$ cat src/rtl/ex_mem_pkg.sv
// Shared constants for the EX/MEM pipeline register: reset word, NOP opcode,
// stall-vector bit positions and the per-edge stage action decode.
package ex_mem_pkg;

   localparam logic [31:0] ZEROWORD   = 32'h0000_0000;
   localparam logic [7:0]  ALUOP_NOP  = 8'h00;
   localparam int          STALL_W    = 6;
   localparam int          STALL_EX   = 3;
   localparam int          STALL_MEM  = 4;
   localparam int          REG_ADDR_W = 5;

   typedef enum logic [1:0] {
      ACT_LOAD   = 2'd0,
      ACT_BUBBLE = 2'd1,
      ACT_HOLD   = 2'd2,
      ACT_FLUSH  = 2'd3
   } stage_act_e;

   // EX stalled while MEM runs on: hand MEM a bubble. MEM stalled: hold,
   // which also absorbs the illegal "MEM stalled, EX running" case.
   function automatic stage_act_e stage_action(input logic flush,
                                                input logic stall_ex,
                                                input logic stall_mem);
      if (flush)                   return ACT_FLUSH;
      if (!stall_ex && !stall_mem) return ACT_LOAD;
      if (stall_ex && !stall_mem)  return ACT_BUBBLE;
      return ACT_HOLD;
   endfunction

endpackage

$ cat src/rtl/ex_mem.sv
// EX/MEM pipeline register with flush, bubble and hold handling.
// Build macro EX_MEM_MADD_EN enables the hilo/cnt multi-cycle return storage.
module ex_mem
   import ex_mem_pkg::*;
#(
   parameter int DATA_W  = 32,
   parameter int ALUOP_W = 8
) (
   input  logic                  clk,
   input  logic                  rst,
   input  logic [STALL_W-1:0]    stall,
   input  logic                  flush,
   input  logic [REG_ADDR_W-1:0] ex_wd,
   input  logic                  ex_wreg,
   input  logic [DATA_W-1:0]     ex_wdata,
   input  logic                  ex_whilo,
   input  logic [DATA_W-1:0]     ex_hi,
   input  logic [DATA_W-1:0]     ex_lo,
   input  logic [ALUOP_W-1:0]    ex_aluop,
   input  logic [DATA_W-1:0]     ex_mem_addr,
   input  logic [DATA_W-1:0]     ex_reg2,
   input  logic [2*DATA_W-1:0]   hilo_i,
   input  logic [1:0]            cnt_i,
   output logic [REG_ADDR_W-1:0] mem_wd,
   output logic                  mem_wreg,
   output logic [DATA_W-1:0]     mem_wdata,
   output logic                  mem_whilo,
   output logic [DATA_W-1:0]     mem_hi,
   output logic [DATA_W-1:0]     mem_lo,
   output logic [ALUOP_W-1:0]    mem_aluop,
   output logic [DATA_W-1:0]     mem_mem_addr,
   output logic [DATA_W-1:0]     mem_reg2,
   output logic                  mem_valid,
   output logic [2*DATA_W-1:0]   hilo_o,
   output logic [1:0]            cnt_o
);

   localparam logic [DATA_W-1:0]  ZERO_D   = DATA_W'(ZEROWORD);
   localparam logic [ALUOP_W-1:0] NOP_OP   = ALUOP_W'(ALUOP_NOP);

   stage_act_e w_act;

   logic [REG_ADDR_W-1:0] r_wd;
   logic                  r_wreg;
   logic [DATA_W-1:0]     r_wdata;
   logic                  r_whilo;
   logic [DATA_W-1:0]     r_hi;
   logic [DATA_W-1:0]     r_lo;
   logic [ALUOP_W-1:0]    r_aluop;
   logic [DATA_W-1:0]     r_mem_addr;
   logic [DATA_W-1:0]     r_reg2;
   logic                  r_valid;

   logic w_unused_stall;
   assign w_unused_stall = ^{stall[STALL_W-1:STALL_MEM+1], stall[STALL_EX-1:0]};

   assign w_act = stage_action(flush, stall[STALL_EX], stall[STALL_MEM]);

   always_ff @(posedge clk or posedge rst) begin
      if (rst) begin
         r_wd       <= '0;
         r_wreg     <= 1'b0;
         r_wdata    <= ZERO_D;
         r_whilo    <= 1'b0;
         r_hi       <= ZERO_D;
         r_lo       <= ZERO_D;
         r_aluop    <= NOP_OP;
         r_mem_addr <= ZERO_D;
         r_reg2     <= ZERO_D;
         r_valid    <= 1'b0;
      end else begin
         case (w_act)
            ACT_LOAD: begin
               r_wd       <= ex_wd;
               r_wreg     <= ex_wreg;
               r_wdata    <= ex_wdata;
               r_whilo    <= ex_whilo;
               r_hi       <= ex_hi;
               r_lo       <= ex_lo;
               r_aluop    <= ex_aluop;
               r_mem_addr <= ex_mem_addr;
               r_reg2     <= ex_reg2;
               r_valid    <= 1'b1;
            end
            ACT_HOLD: begin
            end
            default: begin
               r_wd       <= '0;
               r_wreg     <= 1'b0;
               r_wdata    <= ZERO_D;
               r_whilo    <= 1'b0;
               r_hi       <= ZERO_D;
               r_lo       <= ZERO_D;
               r_aluop    <= NOP_OP;
               r_mem_addr <= ZERO_D;
               r_reg2     <= ZERO_D;
               r_valid    <= 1'b0;
            end
         endcase
      end
   end

   assign mem_wd       = r_wd;
   assign mem_wreg     = r_wreg;
   assign mem_wdata    = r_wdata;
   assign mem_whilo    = r_whilo;
   assign mem_hi       = r_hi;
   assign mem_lo       = r_lo;
   assign mem_aluop    = r_aluop;
   assign mem_mem_addr = r_mem_addr;
   assign mem_reg2     = r_reg2;
   assign mem_valid    = r_valid;

`ifdef EX_MEM_MADD_EN
   logic [2*DATA_W-1:0] r_hilo;
   logic [1:0]          r_cnt;

   // Bubbles carry the EX accumulator back so a MADD/MSUB spans stall cycles.
   always_ff @(posedge clk or posedge rst) begin
      if (rst) begin
         r_hilo <= '0;
         r_cnt  <= 2'd0;
      end else begin
         case (w_act)
            ACT_BUBBLE: begin
               r_hilo <= hilo_i;
               r_cnt  <= cnt_i;
            end
            ACT_HOLD: begin
            end
            default: begin
               r_hilo <= '0;
               r_cnt  <= 2'd0;
            end
         endcase
      end
   end

   assign hilo_o = r_hilo;
   assign cnt_o  = r_cnt;
`else
   logic w_unused_madd;
   assign w_unused_madd = ^{hilo_i, cnt_i};

   assign hilo_o = '0;
   assign cnt_o  = 2'd0;
`endif

endmodule

$ cat config.mk
export PLATFORM = sky130hd
export DESIGN_NAME = ex_mem
export DESIGN_NICKNAME = d
export VERILOG_FILES = /design/src/rtl/ex_mem_pkg.sv /design/src/rtl/ex_mem.sv
export SDC_FILE = /design/constraint.sdc
export NUM_CORES = 1
export LEC_CHECK = 0
export BUFFER_PORTS_ARGS = -buffer_cell sky130_fd_sc_hd__buf_2
export CELL_PAD_IN_SITES_DETAIL_PLACEMENT = 1
export CELL_PAD_IN_SITES_GLOBAL_PLACEMENT = 1
export CORE_AREA = 3 3 193 195
export DETAILED_ROUTE_END_ITERATION = 10
export DIE_AREA = 0 0 196 198
export PLACE_DENSITY = 0.6
export SLEW_MARGIN = 5
export SYNTH_ARGS = -nofsm -noshare
export SYNTH_HDL_FRONTEND = slang
export SYNTH_SLANG_ARGS = --single-unit
$ cat constraint.sdc
create_clock -name clk -period 12.3 [get_ports clk]
set_input_delay 1.23 -clock clk [delete_from_list [all_inputs] [get_ports clk]]
set_output_delay 1.23 -clock clk [all_outputs]
set_load 0.05 [all_outputs]
Yosys cells after proc, flatten, opt, wreduce, memory -nomap -nowiden. Cells that the tools add are included. Widths: inputs -> output; s select.

Equality and inequality tests: 1. Muxes and demuxes: 22. Reduce and logical (&&, ||, !) cells: 5.

Operators by type and width (number): $pmux 32 s2 (5); $pmux 8 s2 (1); $mux 2 (6); $pmux 5 s2 (1); $mux 1 (6); $pmux 1 s2 (3); $eq 2x2->1 const B (1); $logic_and 1x1->1 (2); $logic_not 1->1 (2); $logic_not 2->1 (1).

Register bits: 176. Input bits: 250. Logic and storage cells: 38.

Longest topological paths before layout.
Word-level depth: 11. Depth in mapped cells: 6.

Least setup slack after synthesis. No wires, ideal clock.

Path kind: input to register. From: input port flush. To: register r_aluop[7] (netlist: mem_aluop[7]). Arrival time: 1979 ps. Required time: 12178 ps. Setup slack: 10200 ps. Stages: 6. Path through: buf_4 nor2b_1 buf_2 buf_6 buf_6 a32o_1.

Longest elaborated chain between the ends: 4.

Ends and longest elaborated chain: start: declaration (RTL line ex_mem.sv:12) `input logic flush,`; $mux 1 * (RTL line ex_mem_pkg.sv:24) `if (flush) return ACT_FLUSH;`; $mux 2 * (RTL line ex_mem_pkg.sv:25) `if (!stall_ex && !stall_mem) return ACT_LOAD;`; $eq 2x2->1 / $logic_not 2->1 (equally long branches) (RTL line ex_mem.sv:72) `case (w_act)`; $pmux 8 s2 (RTL line ex_mem.sv:72); end signal: assignment (RTL line ex_mem.sv:80) `r_aluop <= ex_aluop;`; end: declaration (RTL line ex_mem.sv:49) `logic [ALUOP_W-1:0] r_aluop;`.

Mark *: on every way between the ends. The rest lies on a longest branch, timed or not. A chain may end at the register's enable or synchronous reset.

Worst setup path in the final report.
From: input port stall[4]. To: register r_mem_addr[28] (netlist: mem_mem_addr[28]).

Longest elaborated chain between the ends: 10.

Ends and longest elaborated chain: start: declaration (RTL line ex_mem.sv:11) `input logic [STALL_W-1:0] stall,`; $logic_not 1->1 * (RTL line ex_mem_pkg.sv:25, ex_mem_pkg.sv:26); $logic_and 1x1->1 (RTL line ex_mem_pkg.sv:26) `if (stall_ex && !stall_mem) return ACT_BUBBLE;`; $mux 1 (2 in series) (RTL line ex_mem_pkg.sv:26); $mux 1 (RTL line ex_mem_pkg.sv:25); $mux 2 (RTL line ex_mem_pkg.sv:27) `return ACT_HOLD;`; $mux 2 * (RTL line ex_mem_pkg.sv:26); $mux 2 * (RTL line ex_mem_pkg.sv:25); $eq 2x2->1 / $logic_not 2->1 (equally long branches) (RTL line ex_mem.sv:72); $pmux 32 s2 (RTL line ex_mem.sv:72); end signal: assignment (RTL line ex_mem.sv:81) `r_mem_addr <= ex_mem_addr;`; end: declaration (RTL line ex_mem.sv:50) `logic [DATA_W-1:0] r_mem_addr;`.

Mark *: on every way between the ends. The rest lies on a longest branch, timed or not. The select of a mux whose other input is x is not followed.

==> results.md <==
- Startpoint Class: primary input
- Worst Tran Pin Value: 1020 ps
- Post-synth top area cell: dfrtp_1
- Residual DRC: 0
- Top cell type's share of synthesized area: 0.538
- Cell Count, Final, Fillers Out: 1460
- Storage cell area: 4400 um^2
- GR Util All Layers: 0.129
- Leakage: 0.00527 uW
- Port Buf Inserts: 355
- Post-Syn Area: 8190 um^2
- Die Area: 38800 um^2
- DPL Wire Length: 17800 um
- GPL Wtd Cong: 0.718
- Clk Latency, worst-skew pair: 430 ps
- Drt wl/cell: 17.9 um
- CTS buffer count: 17
- Max Clock Freq: 334 MHz
- Synth top area cells: dfrtp_1 (54%), o22ai_2 (14%), a32o_1 (11%)
- Crit path kind: primary input to register
- Post-CTS sizing: 0
- Post-CTS Setup Inserts: 0
- Critical Path RT: 12580 ps
- Status: complete, no violations
- Antenna violations before repair: 5
- CTS tree: built
- Post-synth EDFFs: 0
- Final Cell Area: 10600 um^2
- Placed cell area: 10000 um^2
- Vias in the first global route: 6605
- Seq cells post-synth: 176
- Main synth FF type: dfrtp_1
- Chip height: 198 um
- Initial Util: 0.230
- DR vias/cell: 4.40
- Max transition margin: 0.318
- Fin. max-slew vios: 0
- Crit path max fanout: 57
- Fill cells: 4094
- Most instantiated cells after synthesis: dfrtp_1 (176), nand2_1 (90), nand2b_1 (89), o22ai_2 (89), a32o_1 (86)
- Cells after DPL: 1426
- Layout Nets: 1234
- Cts hold-fix bufs: 0
- Max-cap violations: 0
- Multi-input gate area: 3160 um^2
- Clock Root Buffer: clkbuf_16
- Post-synthesis sequential area ratio: 0.538
- H-tree Lvls: 4
- Cells after synthesis: 671
- Hold WC Path Type: register to register
- Core area: 35600 um^2
- Layout cell share with drive strength beyond 1: 0.487
- DR iter-0 viols: 228
- Clk slew on worst S/H paths: 60 ps
- Num ports: 492
- Crit path capture type: register
- Syn Area/Cell: 12.2 um^2
- Final Cycle Share: 0.243
- Asr flop ratio synth: 1.00
- Width of the die: 196 um
- Pin count of the biggest net entering global routing: 112
- Post-route antenna net violation count: 0
- CTS Buffer Depth: 2
- Most common cell in the synthesized netlist: dfrtp_1
- Layout area overhead: 29.1%
- Final Hold Vio Count: 0
- Worst ir drop on vdd: 0.0943 mV
- Sink Count: 176
- Row Count: 69
- Minimum clock period: 2990 ps
- Sum Neg Setup Slack: 0 ps
- DRT Pass-1 Iters: 4
- Setup repair after global routing missed its margin: no
- Pwr dens: 135 nW/um^2
- First-pass GRT wire length: 39600 um
- Netlist cell types: 17
- DR vias: 6423
- Grt ovf: 0
- WP data arrival: 3270 ps
- Synthesis Warnings: 0
- Final setup viols: 0
- Post-Route Skew: 0 ps
- Drt total wl: 26200 um
==> metal layers <==
| metal | global-route usage | vias to the layer above | share of wire |
|---|---|---|---|
| met4 | 0.0433 | 8 | 0.017 |
| met3 | 0.0510 | 30 | 0.092 |
| met1 | 0.160 | 3214 | 0.41 |
| met2 | 0.207 | 271 | 0.48 |
| li1 | - | 2900 | - |
| met5 | 0 | - | 0.0021 |
==> per-stage QoR <==
stage,hold WS (ps),total power (uW),setup WS [ps],utilization
after floorplan,791,844,6300,-
after global placement,468,899,8860,0.281
after detailed placement,476,902,8860,0.281
after CTS,492,1460,9350,0.297
after global routing,497,1500,9220,0.297
final,487,1430,9310,0.297
==> cell families (layout without fill, tap and decap cells) <==
family	count (synthesis)	count (layout)	synth area share
simple gates	182	182	0.112
compound gates	176	176	0.242
flops	176	176	0.538
buf+inv	136	397	0.108
other cells	1	68	0.000458
==> area by class of cell <==
class | count | area share
diodes | 2 | 0.000473
multi-input cells | 424 | 0.299
clock inverters | 10 | 0.0107
inverters | 2 | 0.00142
flip-flops and latches | 176 | 0.417
clock buffers | 22 | 0.0430
repair buffers | 363 | 0.175
well taps | 461 | 0.0546
==> layout by cell type, fill, tap and decap left out, drive strengths merged, types with 2 or more instances in the layout <==
cell	Yosys	layout
a32o	86	86
buf	111	363
bufinv	0	2
clkbuf	23	22
clkinv	0	6
clkinvlp	0	2
conb	1	66
dfrtp	176	176
diode	0	2
inv	2	2
nand2	90	90
nand2b	89	89
o22ai	89	89
==> power breakdown <==
group	switching (uW)	internal (uW)	total [uW]
Combinational	209	66.8	276
Sequential	11.1	600	611
Clock	237	304	541
==> state kept, by name, indices dropped and copies added (netlist names) <==
| name | flops |
|---|---|
| mem_reg2 | 32 |
| mem_wdata | 32 |
| mem_wreg | 1 |
| mem_lo | 32 |
| mem_aluop | 8 |
| mem_mem_addr | 32 |
| mem_wd | 5 |
| mem_hi | 32 |
| mem_valid | 1 |
| mem_whilo | 1 |
==> worst max-delay path: stages <==
cell     delay (ps)
buf_4           240
or2_4           160
buf_4           730
buf_4           660
o22ai_2         150
==> final timing paths <==
path / startpoint / endpoint / slack (ps) / cells after the start
max: stall[4] / mem_mem_addr[28]$_DFFE_PP0P_ / 9310 / 5
min: mem_mem_addr[18]$_DFFE_PP0P_ / mem_mem_addr[18]$_DFFE_PP0P_ / 490 / 1
max reg2reg: mem_mem_addr[20]$_DFFE_PP0P_ / mem_mem_addr[20]$_DFFE_PP0P_ / 11550 / 1
min reg2reg: mem_mem_addr[18]$_DFFE_PP0P_ / mem_mem_addr[18]$_DFFE_PP0P_ / 490 / 1
max in group asynchronous: rst / mem_lo[1]$_DFFE_PP0P_ / 9820 / 3
min in group asynchronous: rst / mem_whilo$_DFFE_PP0P_ / 900 / 2
Note: power is estimated with default switching activity, not from simulation.
